--- config.mk ---
export PLATFORM = sky130hd
export DESIGN_NAME = pipe_stage_register
export DESIGN_NICKNAME = d
export VERILOG_FILES = /design/src/rtl/pipe_stage_register.sv
export SDC_FILE = /design/constraint.sdc
export NUM_CORES = 1
export LEC_CHECK = 0
export CAP_MARGIN = 15
export CORE_MARGIN = 4
export CORE_UTILIZATION = 52
export CTS_CLUSTER_DIAMETER = 150
export CTS_CLUSTER_SIZE = 40
export DETAILED_ROUTE_END_ITERATION = 10
export GPL_TIMING_DRIVEN = 0
export PLACE_DENSITY = 0.87
export SLEW_MARGIN = 20
export SYNTH_ARGS = -nofsm -noshare
export SYNTH_HDL_FRONTEND = slang
export SYNTH_SLANG_ARGS = --single-unit
--- constraint.sdc ---
create_clock -name CLK -period 2.8 [get_ports CLK]
set_input_delay 0.56 -clock CLK [delete_from_list [all_inputs] [get_ports CLK]]
set_output_delay 0.56 -clock CLK [all_outputs]
set_load 0.005 [all_outputs]
--- src/rtl/pipe_stage_register.sv ---
// -----------------------------------------------------------------------------
// pipe_stage_register
//
// Pipeline stage register with valid/ready flow control. It holds up to two
// entries: a main register that drives the outputs and an optional skid
// register. Each entry is a control field plus a payload.
//
// The control field carries the state-changing bits (register/memory write
// enables and similar). It is forced to zero whenever no entry is held, so a
// killed or absent entry can never commit anything downstream.
//
// Handshake: an entry transfers on a rising CLK edge when valid and ready are
// both high on that side (acc = In_Valid & In_Ready, deq = Out_Valid &
// Out_Ready). Once Out_Valid is high, Out_Ctrl and Out_Data stay bit-stable
// until deq. A sender never withdraws an entry based on ready.
//
// Parameters
//   DATA_W  payload width
//   CTRL_W  control-bit width (cleared on reset and flush)
//   SKID    1: two-entry skid buffer, registered In_Ready
//           0: single entry, In_Ready = !Out_Valid | Out_Ready
//
// Ports
//   CLK        rising-edge clock
//   RST_N      asynchronous active-low reset
//   FLUSH      synchronous kill of all held entries and of the incoming entry
//   In_Valid   upstream entry present
//   In_Ready   entry accepted this cycle
//   In_Ctrl    incoming control bits
//   In_Data    incoming payload
//   Out_Valid  downstream entry valid
//   Out_Ready  downstream consumes this cycle
//   Out_Ctrl   held control bits, zero when Out_Valid is 0
//   Out_Data   held payload
//   Occupancy  number of held entries (also the FSM state, for debug)
// -----------------------------------------------------------------------------
module pipe_stage_register #(
    parameter int DATA_W = 32,
    parameter int CTRL_W = 8,
    parameter int SKID   = 1
) (
    input  logic              CLK,
    input  logic              RST_N,
    input  logic              FLUSH,
    input  logic              In_Valid,
    output logic              In_Ready,
    input  logic [CTRL_W-1:0] In_Ctrl,
    input  logic [DATA_W-1:0] In_Data,
    output logic              Out_Valid,
    input  logic              Out_Ready,
    output logic [CTRL_W-1:0] Out_Ctrl,
    output logic [DATA_W-1:0] Out_Data,
    output logic [1:0]        Occupancy
);

    // Encoding equals the number of held entries, so Occupancy is the state.
    typedef enum logic [1:0] {
        ST_EMPTY = 2'd0,
        ST_ONE   = 2'd1,
        ST_TWO   = 2'd2
    } state_t;

    state_t              r_state;
    state_t              w_state_next;
    logic [CTRL_W-1:0]   r_main_ctrl;
    logic [DATA_W-1:0]   r_main_data;
    logic [CTRL_W-1:0]   r_skid_ctrl;
    logic [DATA_W-1:0]   r_skid_data;

    logic                w_acc;
    logic                w_deq;
    logic                w_load_main_in;
    logic                w_load_main_skid;
    logic                w_load_skid_in;

    assign w_acc     = In_Valid & In_Ready;
    assign w_deq     = Out_Valid & Out_Ready;
    assign Out_Valid = (r_state != ST_EMPTY);
    assign Out_Ctrl  = r_main_ctrl;
    assign Out_Data  = r_main_data;
    assign Occupancy = r_state;

    // Next-state and load selects. FLUSH overrides every transition; with
    // FLUSH high no load is selected, so an entry accepted in that cycle is
    // dropped.
    always_comb begin
        w_state_next     = r_state;
        w_load_main_in   = 1'b0;
        w_load_main_skid = 1'b0;
        w_load_skid_in   = 1'b0;
        if (FLUSH) begin
            w_state_next = ST_EMPTY;
        end else begin
            case (r_state)
                ST_EMPTY: begin
                    if (w_acc) begin
                        w_state_next   = ST_ONE;
                        w_load_main_in = 1'b1;
                    end
                end
                ST_ONE: begin
                    if (w_acc && w_deq) begin
                        w_load_main_in = 1'b1;
                    end else if (w_acc && (SKID != 0)) begin
                        // Downstream stalled while a new entry arrived:
                        // park it in the skid register.
                        w_state_next   = ST_TWO;
                        w_load_skid_in = 1'b1;
                    end else if (w_deq) begin
                        w_state_next = ST_EMPTY;
                    end
                end
                ST_TWO: begin
                    if (w_deq) begin
                        w_state_next     = ST_ONE;
                        w_load_main_skid = 1'b1;
                    end
                end
                default: w_state_next = ST_EMPTY;
            endcase
        end
    end

    always_ff @(posedge CLK or negedge RST_N) begin
        if (!RST_N) begin
            r_state <= ST_EMPTY;
        end else begin
            r_state <= w_state_next;
        end
    end

    always_ff @(posedge CLK or negedge RST_N) begin
        if (!RST_N) begin
            r_main_ctrl <= '0;
            r_main_data <= '0;
            r_skid_ctrl <= '0;
            r_skid_data <= '0;
        end else begin
            if (w_load_main_in) begin
                r_main_ctrl <= In_Ctrl;
                r_main_data <= In_Data;
            end else if (w_load_main_skid) begin
                r_main_ctrl <= r_skid_ctrl;
                r_main_data <= r_skid_data;
            end else if (w_state_next == ST_EMPTY) begin
                // Keeps Out_Ctrl zero whenever nothing is held; the payload
                // is left as-is since it is don't-care while invalid.
                r_main_ctrl <= '0;
            end

            if (w_load_skid_in) begin
                r_skid_ctrl <= In_Ctrl;
                r_skid_data <= In_Data;
            end else if (FLUSH) begin
                r_skid_ctrl <= '0;
            end
        end
    end

    // In_Ready is held low through reset and rises at the first edge after
    // release in both modes.
    if (SKID != 0) begin : g_skid
        logic r_in_ready;

        // Registered: depends on the next state only, so there is no
        // combinational path from Out_Ready to In_Ready.
        always_ff @(posedge CLK or negedge RST_N) begin
            if (!RST_N) begin
                r_in_ready <= 1'b0;
            end else begin
                r_in_ready <= (w_state_next != ST_TWO);
            end
        end

        assign In_Ready = r_in_ready;
    end else begin : g_single
        logic r_live;

        always_ff @(posedge CLK or negedge RST_N) begin
            if (!RST_N) begin
                r_live <= 1'b0;
            end else begin
                r_live <= 1'b1;
            end
        end

        assign In_Ready = r_live & (~Out_Valid | Out_Ready);
    end

endmodule
After elaboration in Yosys (flattened, before gate mapping)
Index checks and enable logic that the tools add are counted.

Reduce and logical (&&, ||, !) cells: 7. Muxes and demuxes: 24. Equality and inequality tests: 3. Bitwise gates (word level): 2.

Operators by type and width (number): two-way mux 32 bit (2); two-way mux 8 bit (5); two-way mux 2 bit (6); two-way mux 1 bit (9); one-hot mux 2 bit (3 select lines) (1); nonzero test 2 bit (3); zero test 2 bit (2); nonzero test 3 bit (1); bitwise AND 1 bit (2); == test 2 x 1 -> 1 bit, second input constant (1); == test 2 bit, second input constant (1); inequality test 2 bit, second input constant (1); one-hot mux 1 bit (2 select lines) (1); logical AND 1 bit (1).

Input bits: 45. Register bits: 83. Logic and storage cells: 42. Output and inout bits: 44.

Logic depth before layout (Yosys ltp)
Depth after elaboration: 11. Mapped depth: 6. Depth with buffers taken out: 4.

Least setup slack after synthesis
Ideal clock, no wire load.

Path type: input port to flip-flop. From: input port Out_Ready. To: register r_main_data[10], in the netlist Out_Data[10]. Required time: 2.736 ns. Path slack: 1.225 ns. Library setup time: 0.064 ns. Stages: 5. Data arrival time: 1.511 ns. Path buffers: 1. Cells stage by stage: and2b_1 -> nor4_4 -> clkbuf_1 -> a22o_1 -> a21o_1.

Word-level cells in the longest chain between the ends: 6. Elaborated cells between the ends (all ways): 10. Those cells by class: 7 x mux; 1 x bitwise; 2 x reduce/logical.

Ends and longest elaborated chain: start: declaration (RTL line 50) `input logic Out_Ready,`; bitwise AND 1 bit * (RTL line 77) `assign w_deq = Out_Valid & Out_Ready;`; logical AND 1 bit (RTL line 102) `if (w_acc && w_deq) begin`; two-way mux 1 bit (RTL line 102); one-hot mux 1 bit (2 select lines) (RTL line 94) `case (r_state)`; two-way mux 1 bit (RTL line 91) `if (FLUSH) begin`; two-way mux 32 bit / nonzero test 2 bit (equally long branches); end signal: assignment (RTL line 141) `r_main_data <= In_Data;`; end signal: assignment (RTL line 144) `r_main_data <= r_skid_data;`; end: declaration (RTL line 66) `logic [DATA_W-1:0] r_main_data;`.

Mark *: on every way between the ends. The rest lies on a longest branch, timed or not. A chain may end at the register's enable or synchronous reset.

Worst setup path after layout
From: register r_state[1], in the netlist Occupancy[1]. To: output port Out_Valid.

Word-level cells in the longest chain between the ends: 1.

Ends and longest elaborated chain: start: declaration (RTL line 63) `state_t r_state;`; start signal: assignment (RTL line 128) `r_state <= w_state_next;`; nonzero test 2 bit (RTL line 78) `assign Out_Valid = (r_state != ST_EMPTY);`; end: declaration (RTL line 49) `output logic Out_Valid,`.

Every way passes these cells.

==> results.sh <==
export IMPL_worstSetupPathType="flop to output port"
export IMPL_syn_to_final_growth_pct=36.8
export IMPL_cts_root_buffer="clkbuf_8"
export IMPL_hold_buffers=0
export IMPL_drv_slew=0
export IMPL_ys_ff_latch=83
export IMPL_cp_arrival_ns=1.59
export IMPL_skew_ns=0.00957
export IMPL_start_kind="flop"
export IMPL_syn_nets=361
export IMPL_wl_per_cell_um=15.8
export IMPL_post_cts_buffers=0
export IMPL_synthesis_area_mm2=0.00340
export IMPL_worst_path_max_fanout=8
export IMPL_clkTransAtPathRegs_ns=0.09
export IMPL_tightest_slew_ns=0.709
export IMPL_synth_edff_count=0
export IMPL_cp_slowest_cell="dfrtp_1"
export IMPL_n_antenna_cell=0
export IMPL_drive_above_1_share_pct=7.36
export IMPL_cts_tree="built"
export IMPL_io_pins=89
export IMPL_crit_required_ns=2.24
export IMPL_dr_total_vias=2690
export IMPL_grt_first_pass_wirelength_um=12700
export IMPL_cp_buffers_inverters=2
export IMPL_grt_use_total_pct=21.1
export IMPL_grt_max_degree=50
export IMPL_clk_path_buf_depth=2
export IMPL_h_tree_depth=3
export IMPL_seq_area_frac_synth_pct=61.1
export IMPL_maxSlewHeadroom_pct=52.7
export IMPL_end_kind="output port"
export IMPL_drc=0
export IMPL_p_per_area_mw_per_mm2=685
export IMPL_first_iter_violations=123
export IMPL_synthFlopType="dfrtp_1"
export IMPL_drt_wl_total_um=7890
export IMPL_gr_total_overflow=0
export IMPL_period_minus_slack_ns=2.15
export IMPL_synth_area_leaders="dfrtp_1, nand2_1, a22o_1"
export IMPL_critPathMaxStageDelay_ns=0.55
export IMPL_yosysTopAreaCellShare_pct=61.1
export IMPL_whs_ns=0.165
export IMPL_status="complete, no violations"
export IMPL_synth_top_area_cell="dfrtp_1"
export IMPL_place_ws_ns=0.354
export IMPL_routabilityCongestion=0.755
export IMPL_setup_viol=0
export IMPL_rsz0062_at_grt="no"
export IMPL_r2r_slack_ns=0.96
export IMPL_antenna_found_initial=0
export IMPL_core_area_mm2=0.00635
export IMPL_port_buffers=88
export IMPL_final_antenna_net_count=0
export IMPL_fp_dieH_um=88.9
export IMPL_fin_util_pct=73.3
export IMPL_yosysMostFrequentCell="nand2_1"
export IMPL_ir_drop_mv=0.471
export IMPL_dieArea_mm2=0.00790
export IMPL_yosysWarningCount=0
export IMPL_async_flop_share_pct=100
export IMPL_vias_per_cell=5.40
export IMPL_tns_ns=0
export IMPL_clk_latency_ns=0.34
export IMPL_num_rows=29
export IMPL_dpl_hpwl_um=5630
export IMPL_fin_ws_ns=0.652
export IMPL_synth_cells=316
export IMPL_r2r_cells=5
export IMPL_critPathTopFamily="buffers and inverters"
export IMPL_cap_violations=0
export IMPL_hold_viol=0
export IMPL_die_w_um=88.9
export IMPL_grt_pass1_vias=2675
export IMPL_drt_first_pass_iters=4
export IMPL_min_delay_path_class="input port to async pin"
export IMPL_leakage_nw=2.38
export IMPL_initial_core_util_pct=53.6
export IMPL_cts_inserted_buffers=9
export IMPL_avgSynthCellArea_um2=10.8
export IMPL_num_nets_final=461
export IMPL_ys_types=22
export IMPL_cts_resized=0
export IMPL_cts_sinks=83
export IMPL_cp_depth=3
export IMPL_fmax_ghz=0.465
export IMPL_synthTopCellsByCount="nand2_1, dfrtp_1, a22o_1"
export IMPL_timing_final_crit_share_pct=76.7
export IMPL_path_cells="inv_2 -> nand2_1 -> clkdlybuf4s50_1"
==> routing by layer <==
layer | vias up | routed length (um) | global-route usage, %
li1 | 1292 | - | -
met1 | 1319 | 3340 | 28.1
met2 | 65 | 3940 | 34.0
met3 | 14 | 440 | 4.28
met4 | 0 | 157 | 8.52
met5 | - | 0 | 0
==> flip-flops by register name, summed over array words and instances, names as in the netlist <==
signal,flops
r_skid_data,32
In_Ready,1
Out_Ctrl,8
Out_Data,32
Occupancy,2
r_skid_ctrl,8
==> power by group <==
group / switching, W / internal [W] / total [W]
Sequential: 0.000127 / 0.00142 / 0.00155
Clock: 0.000427 / 0.000619 / 0.00105
Combinational: 0.000234 / 0.000359 / 0.000593
==> kinds of logic (layout without fill, tap and decap cells) <==
group / count (synthesis) / after routing / synth area share (%)
flops: 83 / 83 / 61.1
xor+xnor: 1 / 1 / 0.257
buf+inv: 23 / 128 / 3.09
simple gates: 116 / 116 / 14.3
mux: 1 / 1 / 0.294
compound gates: 92 / 92 / 21.0
==> path summary, 6_finish.rpt <==
kind	endpoint	startpoint
hold reg to reg	r_skid_data[16]$_DFFE_PN0P_	r_skid_data[16]$_DFFE_PN0P_
setup / recovery	Out_Valid	Occupancy[1]$_DFF_PN0_
setup reg to reg	Out_Data[4]$_DFFE_PN0P_	Occupancy[0]$_DFF_PN0_
min in group CLK	r_skid_data[16]$_DFFE_PN0P_	r_skid_data[16]$_DFFE_PN0P_
hold / removal	Out_Data[25]$_DFFE_PN0P_	RST_N
max in group asynchronous	Out_Ctrl[6]$_DFFE_PN0P_	RST_N
==> final cells by class <==
| class | instances | area (um^2) |
|---|---|---|
| sequential | 83 | 2080 |
| fill | 462 | 1700 |
| clock inverter | 6 | 113 |
| clock buffer | 10 | 138 |
| multi-input combinational | 210 | 1220 |
| buffer | 20 | 93.8 |
| timing repair buffer | 89 | 906 |
| tap | 77 | 96.3 |
| inverter | 3 | 11.3 |
==> per-stage QoR <==
stage               instance area, um^2  instances  total power (W)
floorplan                          3400        316          0.00180
global placement                   4380        481          0.00214
detailed placement                 4400        482          0.00218
CTS                                4650        498          0.00322
global route                       4650        498          0.00336
finish                             4650        498          0.00319
==> cells in the final DEF, fill, tap and decap left out <==
cell type,count
buf_4,1
o22a_1,1
mux2i_1,1
inv_1,2
dfrtp_1,83
nor2_1,11
and3_1,1
clkbuf_8,10
clkinv_2,1
a22oi_1,8
a31oi_1,1
and3b_1,1
and2b_1,1
a22o_1,40
xor2_1,1
buf_16,1
clkdlybuf4s50_1,87
nand3_1,1
a21o_1,32
buf_6,1
nor4b_4,1
clkinv_4,2
clkbuf_1,10
nand2_1,99
a21oi_1,10
inv_2,1
nor4_4,1
bufinv_16,3
buf_2,9
==> worst register-to-register path: stages, from the launching register on <==
cell      delay (ns)
dfrtp_1         0.50
and2b_1         0.26
nor4_4          0.27
clkbuf_1        0.44
a22o_1          0.24
a21o_1          0.08
Note: power is estimated with default switching activity, not from simulation.
